===== src/rtl/shift_pkg.sv =====
// rtl/shift_pkg.sv - shared constants and state encoding for the multi-pass right shifter
package shift_pkg;

  localparam int DATA_W = 8;
  localparam int AMT_W  = 5;
  localparam int STEP_W = 3;

  localparam logic [STEP_W-1:0] STEP_MAX = 3'd7;

  typedef enum logic [1:0] {
    ST_IDLE  = 2'd0,
    ST_SHIFT = 2'd1,
    ST_DONE  = 2'd2
  } state_t;

  // Largest pass that still fits in the remaining amount.
  function automatic logic [STEP_W-1:0] pass_step(input logic [AMT_W-1:0] rem);
    if (rem > AMT_W'(STEP_MAX)) begin
      return STEP_MAX;
    end
    return rem[STEP_W-1:0];
  endfunction

endpackage


===== src/rtl/shifter8bit_right.sv =====
// rtl/shifter8bit_right.sv - combinational 8-bit logical right barrel shifter, 0..7 positions
module shifter8bit_right (
  input  logic [2:0] s,
  input  logic [7:0] a,
  output logic [7:0] y
);

  logic [7:0] stage1;
  logic [7:0] stage2;

  assign stage1 = s[0] ? {1'b0, a[7:1]}      : a;
  assign stage2 = s[1] ? {2'b00, stage1[7:2]} : stage1;
  assign y      = s[2] ? {4'h0, stage2[7:4]}  : stage2;

endmodule


===== src/rtl/shift_iter8b_r.sv =====
// rtl/shift_iter8b_r.sv - splits 0..31 position right shifts into passes of at most 7 through one shifter
module shift_iter8b_r
  import shift_pkg::*;
(
  input  logic              clk,
  input  logic              rst_n,
  input  logic              in_valid,
  output logic              in_ready,
  input  logic [DATA_W-1:0] in_data,
  input  logic [AMT_W-1:0]  in_amt,
  output logic              out_valid,
  input  logic              out_ready,
  output logic [DATA_W-1:0] out_data,
  output logic              busy
);

  state_t              state_q, state_d;
  logic [DATA_W-1:0]   data_q, data_d;
  logic [AMT_W-1:0]    rem_q, rem_d;
  logic                live_q;
  logic [STEP_W-1:0]   step;
  logic [DATA_W-1:0]   shift_y;

  assign step = pass_step(rem_q);

  shifter8bit_right u_shifter (
    .s (step),
    .a (data_q),
    .y (shift_y)
  );

  // live_q keeps in_ready low until the first edge after reset release.
  always_ff @(posedge clk or negedge rst_n) begin
    if (!rst_n) begin
      state_q <= ST_IDLE;
      data_q  <= '0;
      rem_q   <= '0;
      live_q  <= 1'b0;
    end else begin
      state_q <= state_d;
      data_q  <= data_d;
      rem_q   <= rem_d;
      live_q  <= 1'b1;
    end
  end

  always_comb begin
    state_d = state_q;
    data_d  = data_q;
    rem_d   = rem_q;
    case (state_q)
      ST_IDLE: begin
        if (in_valid && in_ready) begin
          data_d  = in_data;
          rem_d   = in_amt;
          state_d = (in_amt == '0) ? ST_DONE : ST_SHIFT;
        end
      end
      ST_SHIFT: begin
        data_d = shift_y;
        rem_d  = rem_q - AMT_W'(step);
        if (rem_q <= AMT_W'(STEP_MAX)) begin
          state_d = ST_DONE;
        end
      end
      ST_DONE: begin
        if (out_ready) begin
          state_d = ST_IDLE;
        end
      end
      default: state_d = ST_IDLE;
    endcase
  end

  always_comb begin
    in_ready  = live_q && (state_q == ST_IDLE);
    out_valid = (state_q == ST_DONE);
    busy      = (state_q == ST_SHIFT) || (state_q == ST_DONE);
    out_data  = data_q;
  end

endmodule


===== config.mk =====
export PLATFORM = sky130hd
export DESIGN_NAME = shift_iter8b_r
export DESIGN_NICKNAME = d
export VERILOG_FILES = /design/src/rtl/shift_pkg.sv /design/src/rtl/shifter8bit_right.sv /design/src/rtl/shift_iter8b_r.sv
export SDC_FILE = /design/constraint.sdc
export NUM_CORES = 1
export LEC_CHECK = 0
export BUFFER_PORTS_ARGS = -buffer_cell sky130_fd_sc_hd__buf_2
export CAP_MARGIN = 10
export CELL_PAD_IN_SITES_DETAIL_PLACEMENT = 1
export CELL_PAD_IN_SITES_GLOBAL_PLACEMENT = 1
export CORE_MARGIN = 10
export CORE_UTILIZATION = 47
export CTS_BUF_LIST = sky130_fd_sc_hd__clkbuf_8
export CTS_CLUSTER_DIAMETER = 100
export DETAILED_ROUTE_END_ITERATION = 6
export PLACE_DENSITY = 0.89
export RECOVER_POWER = 100
export SLEW_MARGIN = 40
export SYNTH_ARGS = -nofsm -noshare
export SYNTH_HDL_FRONTEND = slang
export SYNTH_HIERARCHICAL = 1
export SYNTH_SLANG_ARGS = --single-unit
export TNS_END_PERCENT = 20

===== constraint.sdc =====
create_clock -name clk -period 6.56 [get_ports clk]
set_input_delay 0.328 -clock clk [delete_from_list [all_inputs] [get_ports clk]]
set_output_delay 0.328 -clock clk [all_outputs]
set_load 0.05 [all_outputs]

* Word level (Yosys, flattened, before mapping)
Cells that the tools add are included.
Storage, ports and cells: flip-flop bits (word level) 16, word-level logic and storage cells 38, output and inout bits 11, input port bits 17
Cells by class: equal/unequal tests 6, reduce and logical (&&, ||, !) cells 9, muxes and demuxes 15, order comparisons 2, add/subtract/negate cells 1
Operators with widths (count):
- 8-bit two-way mux | 4
- 8-bit one-hot mux with 2 select lines | 1
- 5-bit one-hot mux with 2 select lines | 1
- 2-bit two-way mux | 4
- 3-bit two-way mux | 2
- 2-bit one-hot mux with 3 select lines | 1
- 3-bit AND reduction | 2
- 5-bit by 3-bit > comparator with 1-bit output (second input constant) | 1
- 5-bit by 3-bit <= comparator with 1-bit output (second input constant) | 1
- 5-bit zero test | 1
- 5-bit two-way mux | 1
- 5-bit by 3-bit subtractor with 5-bit output | 1
- 2-bit != test (second input constant) | 2
- 4-bit != test (second input constant) | 1
- 2-bit by 1-bit equality test with 1-bit output (second input constant) | 1
- 2-bit equality test (second input constant) | 1
- 1-bit logical AND | 2
- 2-bit zero test | 1
- 2-bit by 1-bit != test with 1-bit output (second input constant) | 1
- 2-bit AND reduction | 1
- 2-bit nonzero test | 1
- 1-bit logical OR | 1
- 1-bit two-way mux | 1

* Logic depth before layout (Yosys ltp)
Gate-level depths: netlist of the first run.
depth in word-level cells 7, depth in mapped cells 8, mapped depth without buffers 6

* Cells and area by module
The synthesis of the first run kept the hierarchy.
Modules (own cells, without submodules):
- shift_iter8b_r | cells each 88, instances 1, area an instance 1044.8 um^2, seq. area each 400.4 um^2
- shifter8bit_right | cells each 28, instances 1, area an instance 250.2 um^2, seq. area each 0.0 um^2

* Worst setup path after synthesis of the first run
OpenSTA, ideal clock, no wires.
path kind register to register, from register rem_q[3], to register data_q[1] (netlist: out_data[1]), period minus slack after synthesis 2.255 ns, path buffers 2, path slack 4.305 ns, cell stages (with the launch flop) 9, data arrival time 2.130 ns, required time 6.435 ns, setup time 0.125 ns, cell sequence dfrtp_1 > clkbuf_1 > or3_1 > buf_6 > mux2i_1 > o21ai_0 > mux2_2 > mux2_2 > mux2_4
On the way: elaborated cells between the ends (all ways) 9, classes of those cells order compare: 1; eq/ne: 1; mux: 6; reduce/logical: 1
RTL lines:
- start: declaration | line shift_iter8b_r.sv:19 | logic [AMT_W-1:0] rem_q, rem_d;
- start signal: assignment | line shift_iter8b_r.sv:42 | rem_q <= rem_d;
- 5-bit by 3-bit > comparator with 1-bit output | line shift_pkg.sv:18 | if (rem > AMT_W'(STEP_MAX)) begin
- 1-bit two-way mux | line shift_pkg.sv:18
- 3-bit two-way mux | line shift_pkg.sv:21 | return rem[STEP_W-1:0];
- net step[2] | line shift_iter8b_r.sv:21 | logic [STEP_W-1:0] step;
- 8-bit two-way mux | line shifter8bit_right.sv:13 | assign y = s[2] ? {4'h0, stage2[7:4]} : stage2;
- net shift_y[1] | line shift_iter8b_r.sv:22 | logic [DATA_W-1:0] shift_y;
- 8-bit one-hot mux with 2 select lines | line shift_iter8b_r.sv:51 | case (state_q)
- end signal: assignment | line shift_iter8b_r.sv:41 | data_q <= data_d;
- end: declaration | line shift_iter8b_r.sv:18 | logic [DATA_W-1:0] data_q, data_d;
The timed path passes the listed nets, and every way through them passes these cells. The select of a mux whose other input is x is not followed. A chain may end at the register's enable or synchronous reset.

* Final worst setup path of the first run
from register state_q[1], to register rem_q[0]
On the way: longest elaborated chain between the ends 5, elaborated cells between the ends (all ways) 8, classes of those cells eq/ne: 2; mux: 1; reduce/logical: 5
Ends and longest elaborated chain:
- start: declaration | line shift_iter8b_r.sv:17 | state_t state_q, state_d;
- start signal: assignment | line shift_iter8b_r.sv:40 | state_q <= state_d;
- 2-bit zero test | line shift_iter8b_r.sv:51, shift_iter8b_r.sv:76
- 1-bit logical AND | line shift_iter8b_r.sv:76 | in_ready = live_q && (state_q == ST_IDLE);
- 1-bit logical AND | line shift_iter8b_r.sv:53 | if (in_valid && in_ready) begin
- 2-bit != test (no line)
- 2-bit AND reduction (no line)
Several ways; a longest one is shown, not always the timed one.

==> out/qor.txt, run 1 <==
Outcome: finished clean
Maximum clock path buffer count: 2
Worst-Margin Slew: 1.080 ns
Max IR drop VDD: 0.0004179 V
Hold path start: in_amt[4]
Gr busiest metal: met2
Crit end category: register
Total clock sinks: 16
Placed cells: 165
Inserted Clock Buffers: 3
R2R setup slack: 4.04 ns
Number of distinct library cells after synthesis: 42
Starting Density: 0.5088
Synth Instances: 116
Layout Skew: 0.005954 ns
Sequential-to-total area share from yosys stat: 0.3092
Worst-path clk slew: 0.06 ns
Remaining DRCs: 0
#FFs+latches synth: 16
Die Y: 72.49 um
Synth Flop Type: dfrtp_1
Diode count: 0
Max_cap viols: 0
Area grow syn2layout: 7.730%
CP Class: register to register
Worst R2R Start: state_q[1]
F_max: 0.3966 GHz
CP max FO: 17
Final setup violation count: 0
Root Driver: clkbuf_8
Vias per inst: 6.112
GRT Overall Usage: 0.1435
Vias: 1,033
Critical path destination: rem_q[0]
Wire per inst: 21.32 um
Power Density: 597.3 nW/um^2
Grt met1 use: 0.1682
RD Place Congestion: 0.7793
First-pass GRT wire length: 5954 um
Syn_area_per_cell: 11.16 sq um
Asr flop ratio synth: 1.000
Grt met2 use: 0.2420
Die footprint: 5255 sq um
Hold Violations, Final: 0
I/O Pins: 28
FF-to-FF path depth: 5
Final Critical Period: 2.522 ns
DR pass1 iterations: 4
Core Util, Final: 0.5482
H-tree levels: 1
Syn Nets: 137
# port buffers: 27
Hold crit path type: input pin to register
CP startpoint: state_q[1]
Cell Area, Synth: 1295 sq um
Largest net degree at the start of global routing: 18
Final wirelength: 3603 um
Final ANT Viol Nets: 0
Pleak: 0.6074 nW
Initial antenna violation count: 0
Syn. warnings: 6
Non-filler instance count after layout: 169
FF-to-FF End: rem_q[0]
Fin nets: 162
GRT overflow: 0
Final worst-path cycle share: 0.3844
DP HPWL: 2641 um
Met3 Use GR: 0.04762
RSZ-0062 raised after global routing: false
Number of global-route vias before repair: 1,109
Max-slew violation count: 0
TNS Setup: 0 ns
Core area: 2545 sq um
Worst-case headroom to the max-slew limit: 0.2773
Clk_lat worst skew: 0.25 ns
Row count: 18
Share of cells above drive strength 1: 0.3309
Starting DRT DRC Count: 77
Die Width: 72.49 um
Nature of the critical path startpoint: register
Post-synth EDFFs: 0
WP data required: 6.70 ns
TritonCTS clock tree: built
Critical path arrival: 2.66 ns
-- how the worst min path moves through the flow --
| stage | slack (ns) | endpoint | cells after the start |
|---|---|---|---|
| floorplan | 0.03 | live_q | 0 |
| global placement | 0.28 | rem_q[2] | 1 |
| detailed placement | 0.27 | rem_q[4] | 1 |
| CTS | 0.40 | rem_q[4] | 3 |
| global route | 0.43 | out_data[1] | 3 |
| finish | 0.40 | rem_q[4] | 3 |
-- per-layer routing --
| layer | routed length (um) | share of wire | vias up |
|---|---|---|---|
| li1 | - | - | 479 |
| met1 | 1533 | 0.43 | 512 |
| met2 | 1815 | 0.50 | 36 |
| met3 | 201 | 0.056 | 6 |
| met4 | 52 | 0.014 | 0 |
| met5 | 0 | 0 | - |
-- cells in the mapped netlist (2+ instances only) --
master,count,area (sq um)
mux2_2,13,146.4
buf_6,5,56.30
o21a_1,2,15.01
nor2_1,3,11.26
o22ai_1,2,12.51
inv_1,3,11.26
nand2b_1,3,18.77
clkbuf_1,2,7.510
o21bai_1,2,15.01
dfrtp_1,16,400.4
nor2b_1,2,12.51
mux2i_1,8,80.08
o2bb2ai_1,4,35.03
mux2_4,9,135.1
o21ai_0,3,15.01
a21oi_1,2,10.01
nand3_1,4,20.02
or3_1,3,18.77
nor3_1,4,20.02
ha_1,4,50.05
-- state kept, by name (all words and copies together) (netlist names) --
register / count
live_q: 1
out_data: 8
rem_q: 5
state_q: 2
-- cell families (layout without fill, tap and decap cells) --
family	count (synthesis)	count (layout)	share of synthesized area
multiplexers	31	31	0.2966
AND/OR/NAND/NOR	28	28	0.1372
AO/OA/AOI/OAI	25	25	0.1536
flip-flops	16	16	0.3092
buffers and inverters	11	34	0.06183
adder cells (fa/ha/maj)	4	4	0.03865
other	1	1	0.002896
-- power breakdown --
| group | switching [mW] | total (mW) | internal (mW) |
|---|---|---|---|
| combinational | 0.337 | 0.547 | 0.209 |
| sequential | 0.0666 | 0.212 | 0.146 |
| clock | 0.0336 | 0.0744 | 0.0408 |
| total | 0.437 | 0.833 | 0.396 |
-- what timing repair did --
| item | 4_1_cts | 5_1_grt |
|---|---|---|
| gates resized for setup | 0 | 0 |
| endpoints found under the hold margin | 8 | 0 |
| hold buffers | 1 | 0 |
| setup buffers | 0 | 0 |
-- area by class of cell --
class | instances | area, sq um
fill | 314 | 1150
clock buffer | 3 | 41.29
multi-input combinational | 89 | 774.5
inverter | 3 | 11.26
timing repair buffer | 28 | 130.1
sequential | 16 | 400.4
tap | 30 | 37.54
-- layout by cell type, fill, tap and decap left out, drive strengths merged --
master and count:
nor3b 1, nor2 5, o2bb2ai 4, and3 1
buf 15, o32ai 1, mux4 1, nand2 1
a211oi 1, a2bb2oi 1, a21boi 1, ha 4
or4 1, o22ai 3, mux2i 8, a32oi 1
clkbuf 15, nand3b 1, dfrtp 16, a21bo 1
a21oi 3, or3 3, o21bai 2, mux2 22
and2b 1, o21ai 3, dlygate4sd3 1, a31o 1
nand3 4, nand2b 3, inv 3, a221oi 1
nor2b 2, o21a 2, and2 1, conb 1
nor3 4
-- worst max-delay path, cell delays in order (launching register included) --
cell	delay (ns)
dfrtp_1	0.35
inv_1	0.08
ha_1	0.44
and2b_4	0.30
nor2_1	0.81
mux2_2	0.42
-- metrics by stage --
step	cell area [sq um]	hold slack, ns	worst slack, ns	total power [mW]
floorplan	1295	0.03241	4.305	0.6969
global placement	1399	0.2758	4.280	0.7629
detailed placement	1399	0.2720	4.151	0.7913
CTS	1450	0.4013	4.133	0.8742
global route	1395	0.4265	3.847	0.8878
finish	1395	0.4017	4.038	0.8333
(Power assumes the default switching activity.)
==> inputs of run 2 (changes only) <==
--- a/config.mk
+++ b/config.mk
@@ -10,11 +10,11 @@
 export CELL_PAD_IN_SITES_DETAIL_PLACEMENT = 1
 export CELL_PAD_IN_SITES_GLOBAL_PLACEMENT = 1
 export CORE_MARGIN = 10
-export CORE_UTILIZATION = 47
+export CORE_UTILIZATION = 39
 export CTS_BUF_LIST = sky130_fd_sc_hd__clkbuf_8
 export CTS_CLUSTER_DIAMETER = 100
 export DETAILED_ROUTE_END_ITERATION = 6
-export PLACE_DENSITY = 0.89
+export PLACE_DENSITY = 0.79
 export RECOVER_POWER = 100
 export SLEW_MARGIN = 40
 export SYNTH_ARGS = -nofsm -noshare
==> constraint.sdc (replaced) <==
create_clock -name clk -period 2.3 [get_ports clk]
set_input_delay 0.115 -clock clk [delete_from_list [all_inputs] [get_ports clk]]
set_output_delay 0.115 -clock clk [all_outputs]
set_load 0.05 [all_outputs]
==> run 2 against run 1 <==
Net effect: routed wire length rose by 4.0%; die area increased by 15%; count of clock-buffer cells in the layout stayed put; largest power group unchanged; highest routed layer unchanged; via count is 1.8% higher; critical path type unchanged; non-clock buffer count increased by 9; sequential power grew to 2.7 times the previous value; first-iteration DRC count fell by 30%; maximum frequency grew 13%.
==> out/qor.txt, run 2 (synthesis results as in run 1) <==
Outcome: finished clean
Root Driver: clkbuf_8
Total clock sinks: 16 (unchanged)
Diode count: 0 (unchanged)
Hold crit path type: input pin to register
Core area: 3128 sq um (+23%)
CP peak stage delay: 0.46 ns (-0.35 ns)
Max IR drop VDD: 0.0007418 V (+78%)
Worst R2R Start: rem_q[0]
TNS Setup: 0 ns (unchanged)
Area grow syn2layout: 16.04%
FF-to-FF End: out_data[4]
Starting DRT DRC Count: 54 (-30%)
Worst-path clk slew: 0.07 ns (about the same)
RSZ-0062 raised after global routing: false
Final worst-path cycle share: 0.9692 (+0.5848)
H-tree levels: 1 (unchanged)
Grt met2 use: 0.2206 (-0.02142)
Die Width: 77.63 um (+7.1%)
FF-to-FF path depth: 7 (+2)
Maximum clock path buffer count: 2 (unchanged)
# port buffers: 27 (unchanged)
Grt met1 use: 0.1497 (-0.01854)
Wire per inst: 19.52 um (-8.5%)
Clk_lat worst skew: 0.25 ns (about the same)
Crit path max-delay family: multiplexers
I/O Pins: 28 (unchanged)
Remaining DRCs: 0 (unchanged)
F_max: 0.4486 GHz (+13%)
Hold Violations, Final: 0 (unchanged)
TritonCTS clock tree: built
Most frequent cells in the layout: 16 x buf_2, 16 x dfrtp_1, 15 x clkbuf_1
Placed cells: 188 (+14%)
Largest net degree at the start of global routing: 17 (-1)
Pleak: 0.6521 nW (+7.4%)
CP startpoint: rem_q[0]
CP Class: register to register
GRT Overall Usage: 0.1249 (-0.01868)
Max_cap viols: 0 (unchanged)
Final setup violation count: 0 (unchanged)
Die footprint: 6026 sq um (+15%)
WP buf/inv: 1 (unchanged)
Critical path destination: out_data[4]
Nature of the critical path startpoint: register
Die Y: 77.63 um (+7.1%)
Starting Density: 0.4140 (-0.09485)
Non-filler instance count after layout: 192 (+14%)
Crit end category: register
Final wirelength: 3747 um (+4.0%)
R2R setup slack: 0.07 ns (-3.97 ns)
Max-slew violation count: 0 (unchanged)
Number of global-route vias before repair: 1,192 (+7.5%)
Final ANT Viol Nets: 0 (unchanged)
Max reg flops: 8 (unchanged)
Share of cells above drive strength 1: 0.3851 (+0.05420)
Vias per inst: 5.479 (-10%)
Worst-Margin Slew: 0.9778 ns (-0.1022 ns)
Initial antenna violation count: 0 (unchanged)
Inserted Clock Buffers: 3 (unchanged)
Layout Skew: 0.001138 ns (-0.004816 ns)
Critical path depth in cells: 7 (+2)
DP HPWL: 2743 um (+3.9%)
Vias: 1,052 (+1.8%)
Gr busiest metal: met2
Crit path cell chain: or3_4 > buf_4 > mux2i_2 > nor2b_2 > a211oi_1 > mux2_2 > mux2_4
Fin nets: 171 (+5.6%)
Power Density: 1696 nW/um^2 (+180%)
Worst-case headroom to the max-slew limit: 0.3481 (+0.07081)
DR pass1 iterations: 4 (unchanged)
Row count: 20 (+2)
WP data required: 2.44 ns (-4.26 ns)
Critical path arrival: 2.37 ns (-0.29 ns)
First-pass GRT wire length: 6175 um (+3.7%)
RD Place Congestion: 0.7497 (-3.8%)
CP max FO: 7 (-10)
Met3 Use GR: 0.02074 (-0.02688)
Fillers: 381 (+21%)
GRT overflow: 0 (unchanged)
Final Critical Period: 2.229 ns (-0.2924 ns)
Slowest CP cell: or3_4
[run 2: layout make-up]
type / count / area (sq um) / share of cell area
clock buffer: 3 / 41.29 / 0.02748
inverter: 3 / 11.26 / 0.007494
multi-input combinational: 89 / 810.8 / 0.5396
sequential: 16 / 400.4 / 0.2664
tap: 44 / 55.05 / 0.03664
timing repair buffer: 37 / 183.9 / 0.1224
[run 2: repair_timing]
| item | 4_1_cts | 5_1_grt |
|---|---|---|
| cloned | 0 | 0 |
| hold buffers | 1 | 0 |
| gates resized for setup | 1 | 4 |
| setup endpoints to repair | 1 | 2 |
| hold endpoints to repair | 16 | 0 |
| setup buffers | 0 | 0 |
[run 2: power by group]
group	switching, mW	leakage (nW)	internal, mW
combinational	1.05	0.439	0.705
sequential	0.148	0.192	0.416
clock	0.109	0.0216	0.116
[run 2: worst min-delay path by stage]
stage / from / to / depth (start not counted)
after global routing: in_amt[3] / rem_q[3] / 3
after global placement: rst_n / live_q / 1
final: in_amt[3] / rem_q[3] / 3
after CTS: in_amt[3] / rem_q[3] / 3
after detailed placement: rst_n / live_q / 1
after floorplan: rst_n / live_q / 0
[run 2: metrics by stage]
step / power [mW] / cell area, sq um / hold slack (ns) / setup WS, ns / utilization
global route: 2.725 / 1503 / 0.2014 / 0.007015 / 0.4804
global placement: 2.294 / 1496 / 0.06266 / 0.1586 / 0.4784
floorplan: 1.988 / 1295 / -0.1806 / 0.04528 / -
finish: 2.548 / 1503 / 0.1876 / 0.07084 / 0.4804
detailed placement: 2.390 / 1496 / 0.06799 / 0.001270 / 0.4784
CTS: 2.645 / 1553 / 0.1864 / 0.02303 / 0.4964
[run 2: per-layer routing]
| layer | wire length (um) | vias to the layer above |
|---|---|---|
| li1 | - | 498 |
| met4 | 44 | 0 |
| met3 | 85 | 4 |
| met1 | 1649 | 532 |
| met5 | 0 | - |
| met2 | 1967 | 18 |
[run 2: worst min-delay path, stage by stage]
cell and delay (ns):
buf_2 0.09, a32oi_1 0.06, o2bb2ai_1 0.13
